==> src/rtl/multicycle_control.sv <==
// Multicycle RV32I control: FETCH/DECODE/EXEC/MEM/WB sequencing, datapath control decode, retire count.
// Controls are combinational from instr; memory waits are bounded by TIMEOUT and trap on expiry (0 = unbounded).
module multicycle_control #(
    parameter int n       = 32,
    parameter int CNT_W   = 32,
    parameter int TIMEOUT = 16
) (
    input  logic             clk,
    input  logic             rst_n,
    input  logic [n-1:0]     instr,
    input  logic             BrEq,
    input  logic             BrLT,
    input  logic             mem_ready,
    output logic             mem_req,
    output logic             mem_we,
    output logic             mem_is_instr,
    output logic             ir_we,
    output logic             pc_we,
    output logic             RegWEn,
    output logic [2:0]       ImmSel,
    output logic             ALUsrc1,
    output logic             ALUsrc2,
    output logic [3:0]       AluSEL,
    output logic             BrUn,
    output logic [2:0]       ldU,
    output logic [1:0]       WBSel,
    output logic             PCSel,
    output logic [2:0]       state,
    output logic             illegal,
    output logic             timeout,
    output logic [CNT_W-1:0] instret
);
    typedef enum logic [2:0] {
        S_FETCH  = 3'd0,
        S_DECODE = 3'd1,
        S_EXEC   = 3'd2,
        S_MEM    = 3'd3,
        S_WB     = 3'd4,
        S_TRAP   = 3'd5
    } state_t;

    localparam int WAIT_W = $clog2(TIMEOUT + 1) + 1;

    localparam logic [6:0] OP_R     = 7'b0110011;
    localparam logic [6:0] OP_I     = 7'b0010011;
    localparam logic [6:0] OP_LD    = 7'b0000011;
    localparam logic [6:0] OP_ST    = 7'b0100011;
    localparam logic [6:0] OP_BR    = 7'b1100011;
    localparam logic [6:0] OP_JAL   = 7'b1101111;
    localparam logic [6:0] OP_JALR  = 7'b1100111;
    localparam logic [6:0] OP_LUI   = 7'b0110111;
    localparam logic [6:0] OP_AUIPC = 7'b0010111;

    state_t            r_state;
    state_t            w_next;
    logic [WAIT_W-1:0] r_wait;
    logic              r_illegal;
    logic              r_timeout;
    logic [CNT_W-1:0]  r_instret;

    logic [6:0] w_op;
    logic [2:0] w_f3;
    logic       w_is_ld, w_is_st, w_is_br, w_legal;
    logic       w_br_take, w_limit, w_set_ill, w_set_to, w_wait_clr;
    logic       w_unused;

    assign w_op     = instr[6:0];
    assign w_f3     = instr[14:12];
    assign w_is_ld  = (w_op == OP_LD);
    assign w_is_st  = (w_op == OP_ST);
    assign w_is_br  = (w_op == OP_BR);
    assign w_legal  = (w_op == OP_R) || (w_op == OP_I) || w_is_ld || w_is_st || w_is_br ||
                      (w_op == OP_JAL) || (w_op == OP_JALR) || (w_op == OP_LUI) || (w_op == OP_AUIPC);
    assign w_unused = ^{instr[n-1:31], instr[29:15], instr[11:7]};

    assign state    = r_state;
    assign illegal  = r_illegal;
    assign timeout  = r_timeout;
    assign instret  = r_instret;

    // The limit cycle is the TIMEOUT-th consecutive wait; a ready in that same cycle still completes.
    assign w_limit  = (TIMEOUT > 0) && (r_wait == WAIT_W'(TIMEOUT - 1));

    always_comb begin
        w_br_take = 1'b0;
        case (w_f3)
            3'b000:         w_br_take = BrEq;
            3'b001:         w_br_take = !BrEq;
            3'b100, 3'b110: w_br_take = BrLT;
            3'b101, 3'b111: w_br_take = !BrLT;
            default:        w_br_take = 1'b0;
        endcase
    end

    always_comb begin
        ImmSel  = 3'b000;
        ALUsrc1 = 1'b0;
        ALUsrc2 = 1'b1;
        AluSEL  = 4'b0000;
        BrUn    = 1'b0;
        ldU     = 3'b000;
        WBSel   = 2'b01;
        PCSel   = 1'b0;
        case (w_op)
            OP_R:     begin ALUsrc2 = 1'b0; AluSEL = {instr[30], w_f3}; end
            OP_I:     AluSEL = (w_f3 == 3'b101) ? {instr[30], w_f3} : {1'b0, w_f3};
            OP_LD:    begin ldU = w_f3; WBSel = 2'b00; end
            OP_ST:    begin ImmSel = 3'b001; ldU = w_f3; end
            OP_BR:    begin ImmSel = 3'b010; ALUsrc1 = 1'b1; BrUn = w_f3[1]; PCSel = w_br_take; end
            OP_JAL:   begin ImmSel = 3'b011; ALUsrc1 = 1'b1; WBSel = 2'b10; PCSel = 1'b1; end
            OP_JALR:  begin WBSel = 2'b10; PCSel = 1'b1; end
            OP_LUI:   begin ImmSel = 3'b101; AluSEL = 4'b1111; end
            OP_AUIPC: begin ImmSel = 3'b101; ALUsrc1 = 1'b1; end
            default:  ;
        endcase
    end

    always_comb begin
        w_next       = r_state;
        mem_req      = 1'b0;
        mem_we       = 1'b0;
        mem_is_instr = 1'b0;
        ir_we        = 1'b0;
        pc_we        = 1'b0;
        RegWEn       = 1'b0;
        w_set_ill    = 1'b0;
        w_set_to     = 1'b0;
        case (r_state)
            S_FETCH: begin
                mem_req      = 1'b1;
                mem_is_instr = 1'b1;
                if (mem_ready) begin
                    ir_we  = 1'b1;
                    w_next = S_DECODE;
                end else if (w_limit) begin
                    w_set_to = 1'b1;
                    w_next   = S_TRAP;
                end
            end
            S_DECODE: begin
                if (w_legal) begin
                    w_next = S_EXEC;
                end else begin
                    w_set_ill = 1'b1;
                    w_next    = S_TRAP;
                end
            end
            S_EXEC: begin
                if (w_is_ld || w_is_st) begin
                    w_next = S_MEM;
                end else if (w_is_br) begin
                    pc_we  = 1'b1;
                    w_next = S_FETCH;
                end else begin
                    w_next = S_WB;
                end
            end
            S_MEM: begin
                mem_req = 1'b1;
                mem_we  = w_is_st;
                if (mem_ready) begin
                    if (w_is_ld) begin
                        w_next = S_WB;
                    end else begin
                        pc_we  = 1'b1;
                        w_next = S_FETCH;
                    end
                end else if (w_limit) begin
                    w_set_to = 1'b1;
                    w_next   = S_TRAP;
                end
            end
            S_WB: begin
                RegWEn = 1'b1;
                pc_we  = 1'b1;
                w_next = S_FETCH;
            end
            default: w_next = S_TRAP;
        endcase
        // Strobes are held off combinationally so a mid-instruction reset writes nothing.
        if (!rst_n) begin
            mem_req = 1'b0;
            mem_we  = 1'b0;
            ir_we   = 1'b0;
            pc_we   = 1'b0;
            RegWEn  = 1'b0;
        end
    end

    assign w_wait_clr = (w_next != r_state) && ((w_next == S_FETCH) || (w_next == S_MEM));

    always_ff @(posedge clk or negedge rst_n) begin
        if (!rst_n) begin
            r_state   <= S_FETCH;
            r_wait    <= '0;
            r_illegal <= 1'b0;
            r_timeout <= 1'b0;
            r_instret <= '0;
        end else begin
            r_state <= w_next;
            if (w_wait_clr)
                r_wait <= '0;
            else if (mem_req && !mem_ready)
                r_wait <= r_wait + WAIT_W'(1);
            if (w_set_ill)
                r_illegal <= 1'b1;
            if (w_set_to)
                r_timeout <= 1'b1;
            if (pc_we)
                r_instret <= r_instret + CNT_W'(1);
        end
    end
endmodule

==> config.mk <==
export PLATFORM = sky130hd
export DESIGN_NAME = multicycle_control
export DESIGN_NICKNAME = d
export VERILOG_FILES = /design/src/rtl/multicycle_control.sv
export SDC_FILE = /design/constraint.sdc
export NUM_CORES = 1
export LEC_CHECK = 0
export ABC_CLOCK_PERIOD_IN_PS = 2400
export CAP_MARGIN = 25
export CELL_PAD_IN_SITES_DETAIL_PLACEMENT = 1
export CELL_PAD_IN_SITES_GLOBAL_PLACEMENT = 1
export CORE_MARGIN = 4
export CORE_UTILIZATION = 33
export CTS_CLUSTER_DIAMETER = 120
export DETAILED_ROUTE_END_ITERATION = 7
export PLACE_DENSITY_LB_ADDON = 0.1
export SYNTH_ARGS = -nofsm -noshare
export SYNTH_HDL_FRONTEND = slang
export SYNTH_SLANG_ARGS = --single-unit
==> constraint.sdc <==
create_clock -name clk -period 2.4 [get_ports clk]
set_input_delay 0.24 -clock clk [delete_from_list [all_inputs] [get_ports clk]]
set_output_delay 0.24 -clock clk [all_outputs]
set_load 0.02 [all_outputs]
==> results by group <==
Status
  • Status: finished, final reports clean

Worst setup path
  • CP max-delay cell: clkdlybuf4s50_1
  • Worst Path Required: 2.16 ns
  • CP Launch Point: instr[4]
  • CP cell instances: clkdlybuf4s50_1, or2_2, nor3_1, buf_4, nor2_1, clkdlybuf4s50_1
  • Crit path capture type: primary output
  • CP max FO: 6
  • Crit path kind: in -> out
  • Largest stage delay, worst path: 0.53 ns
  • Launching point of the worst reg2reg path: instret[3]
  • Crit start category: input pin
  • WP data arrival: 2.05 ns
  • Most frequent CP cell: clkdlybuf4s50_1
  • Buf/Inv on CP: 3
  • CP top delay family: buffers and inverters

Die
  • Die Area: 9252 sq um
  • Die X: 96.19 microns
  • IO Pins: 96
  • Row count: 31
  • Die Ht: 96.19 microns
  • Starting Density: 34.64%
  • CORE AREA: 7408 sq um

Pwr
  • Internal Pwr Total: 1283 uW
  • Pwr dens: 561.4 nW/um^2
  • Logic pwr share: 33.5%
  • Switching Fraction: 36.71%
  • Peak VDD IR: 0.4174 mV
  • Leakage: 0.001649 uW
  • Psw: 744.1 uW
  • Tot Pwr: 2027 uW
  • Seq pwr share: 43.6%
  • Clock power frac: 22.9%

Logic synthesis
  • Synth Cell Area: 2566 sq um
  • FF+latch count, synth: 43
  • Adder-cell share of the synthesized area: 0.9751%
  • Simple-Gate Fraction of Synth Area: 31.84%
  • Post-synth EDFFs: 0
  • Syn_area_per_cell: 9.298 sq um
  • Combinational family with the most area after synthesis: simple AND/OR/NAND/NOR gates
  • Ys Warns: 0
  • Seq/Total Area, Yosys: 41.93%
  • Mapped Cells: 276
  • Post-synthesis cell type count: 52
  • Mux cell area share after synthesis: 0.8289%
  • Post-synth ARST share: 100.0%
  • Post-synthesis xor/xnor area fraction: 13.65%
  • Top_reg_cell synth: dfrtp_1
  • Compound-gate portion of the synthesized area: 6.387%
  • Post-Syn Nets: 315

Cells and area
  • Area growth syn-to-layout: 40.71%
  • Antenna Cells: 0
  • Nets: 405
  • Fraction of layout cells with a size suffix above 1: 11.44%

GRT
  • Global-route wire length before repair: 12.77 mm
  • Initial antenna violation count: 0
  • Remaining global-route overflow: 0
  • Vias in the first global route: 2503
  • GRT Util Overall: 17.65%
  • Largest net degree at the start of global routing: 37

STA
  • Worst clock skew: 0.009051 ns
  • Max frequency: 435.8 MHz
  • Worst slew margin: 51.72%
  • Post-route setup TNS: 0 ns
  • Final slew viol count: 0
  • Worst Tran Pin Value: 0.7227 ns
  • Setup-failing EPs final: 0
  • Final WS setup: 0.1055 ns
  • RSZ-0062 raised after global routing: false
  • Hold Fails Final Rpt: 0
  • Fin crit share: 95.61%
  • Post-layout minimum cycle time: 2.295 ns

Clocking
  • Htree depth: 2
  • Total clock sinks: 43
  • Clk root buf: clkbuf_8
  • Clock Tree Buf Depth: 2
  • TritonCTS clock tree: built
  • Clk slew on worst S/H paths: 0.09 ns
  • Clk_lat worst skew: 0.30 ns
  • Postcts setup bufs: 0
  • CTS buffer count: 5

Route
  • DR vias: 2404
  • Post-route ant nets: 0
  • DR WL/cell: 16.43 microns
  • Initial DRC count: 67
  • Total Routed Length: 7.657 mm
  • Via/cell ratio: 5.159
  • DRC: 0
  • Drt pass-1 iters: 4

Place
  • GP Congestion: 0.8251
  • Port buffer count: 74
  • Final HPWL DP: 5.815 mm
  • Pre-CTS worst setup slack: -0.01464 ns

Job
  • Max_cap viols: 0

Worst hold path
  • Hold Crit Class: in -> async
## worst register-to-register path, cell delays in order, from the launching register on
cell,delay (ns)
dfrtp_1,0.49
nand4_2,0.22
nor3_1,0.44
nand4_2,0.29
nor4_1,0.36
xor2_1,0.17
## registers in the layout, summed over array words and instances (netlist names)
register and flops:
illegal 1, instret 32, state 3, timeout 1
r_wait 6
## cells in the mapped netlist (2+ instances only)
master	instances	area, sq um
a21o_1	2	15.01
a21oi_1	6	30.03
a31oi_1	2	12.51
and2_1	4	25.02
and3_1	6	37.54
and4_1	3	26.28
and4bb_2	3	37.54
buf_2	3	15.01
buf_4	3	22.52
clkbuf_1	4	15.01
dfrtp_1	43	1076
ha_1	2	25.02
inv_1	10	37.54
nand2_1	24	90.09
nand2b_1	3	18.77
nand3_1	17	85.08
nand4_1	18	112.6
nand4_2	2	25.02
nand4b_1	3	26.28
nor2_1	25	93.84
nor2b_1	2	12.51
nor3_1	15	75.07
nor3b_1	3	22.52
nor4_1	3	18.77
o21ai_0	2	10.01
o22ai_1	2	12.51
o31ai_1	3	22.52
xnor2_1	25	219.0
xor2_1	15	131.4
## power groups by stage
stage	Clock (uW)	Combinational, uW	Sequential [uW]
after global routing	517	752	903
final	464	679	885
after global placement	0	676	900
after floorplan	0	344	928
after detailed placement	0	688	901
after CTS	479	689	888
## layout make-up
| class | count | area [sq um] |
|---|---|---|
| Sequential cell | 43 | 1076 |
| Tap cell | 99 | 123.9 |
| Fill cell | 858 | 3797 |
| Inverter | 11 | 41.29 |
| Multi-Input combinational cell | 210 | 1378 |
| Clock buffer | 6 | 72.57 |
| Clock inverter | 2 | 12.51 |
| Timing Repair Buffer | 95 | 907.1 |
## placed cells by master (no fill, tap or decap), types with 10 or more instances in the layout
| cell | count |
|---|---|
| buf_4 | 20 |
| clkdlybuf4s50_1 | 67 |
| dfrtp_1 | 43 |
| inv_1 | 10 |
| nand2_1 | 24 |
| nand3_1 | 17 |
| nand4_1 | 18 |
| nor2_1 | 25 |
| nor3_1 | 15 |
| xnor2_1 | 25 |
| xor2_1 | 15 |
## through the flow
step / hold WS, ns / utilization [%] / area, sq um / cells
after detailed placement: 0.2600 / 47.31 / 3505 / 457
after global placement: 0.2549 / 47.31 / 3505 / 457
after CTS: 0.4763 / 48.57 / 3598 / 466
after global routing: 0.4955 / 48.74 / 3611 / 466
after floorplan: -0.05559 / - / 2566 / 276
final: 0.4682 / 48.74 / 3611 / 466
## path summary, 6_finish.rpt
kind | endpoint | slack [ns] | depth (start not counted)
setup / recovery | WBSel[0] | 0.11 | 6
hold / removal | illegal | 0.47 | 3
max in group asynchronous | instret[26] | 1.46 | 3
hold reg to reg | instret[31] | 0.47 | 1
setup reg to reg | instret[25] | 0.36 | 5
min in group clk | instret[31] | 0.47 | 1
## logic make-up (layout without fill, tap and decap cells)
family / after synthesis / after routing
simple gates: 142 / 142
compound gates: 24 / 24
fa+ha+maj: 2 / 2
mux: 2 / 2
xor+xnor: 40 / 40
buf+inv: 23 / 114
flops: 43 / 43
## metal layers
| metal | track usage, % | vias up | share of wire (%) |
|---|---|---|---|
| li1 | - | 1159 | - |
| met2 | 31.05 | 44 | 50 |
| met5 | 0 | - | 0 |
| met3 | 3.206 | 6 | 4.1 |
| met4 | 4.265 | 0 | 0.97 |
| met1 | 22.21 | 1195 | 45 |
## timing repair
action	in CTS	in global routing
hold buffers	1	0
endpoints found under the setup margin	1	5
resized for setup	1	5
hold endpoints to repair	7	0
(Power assumes the default switching activity.)
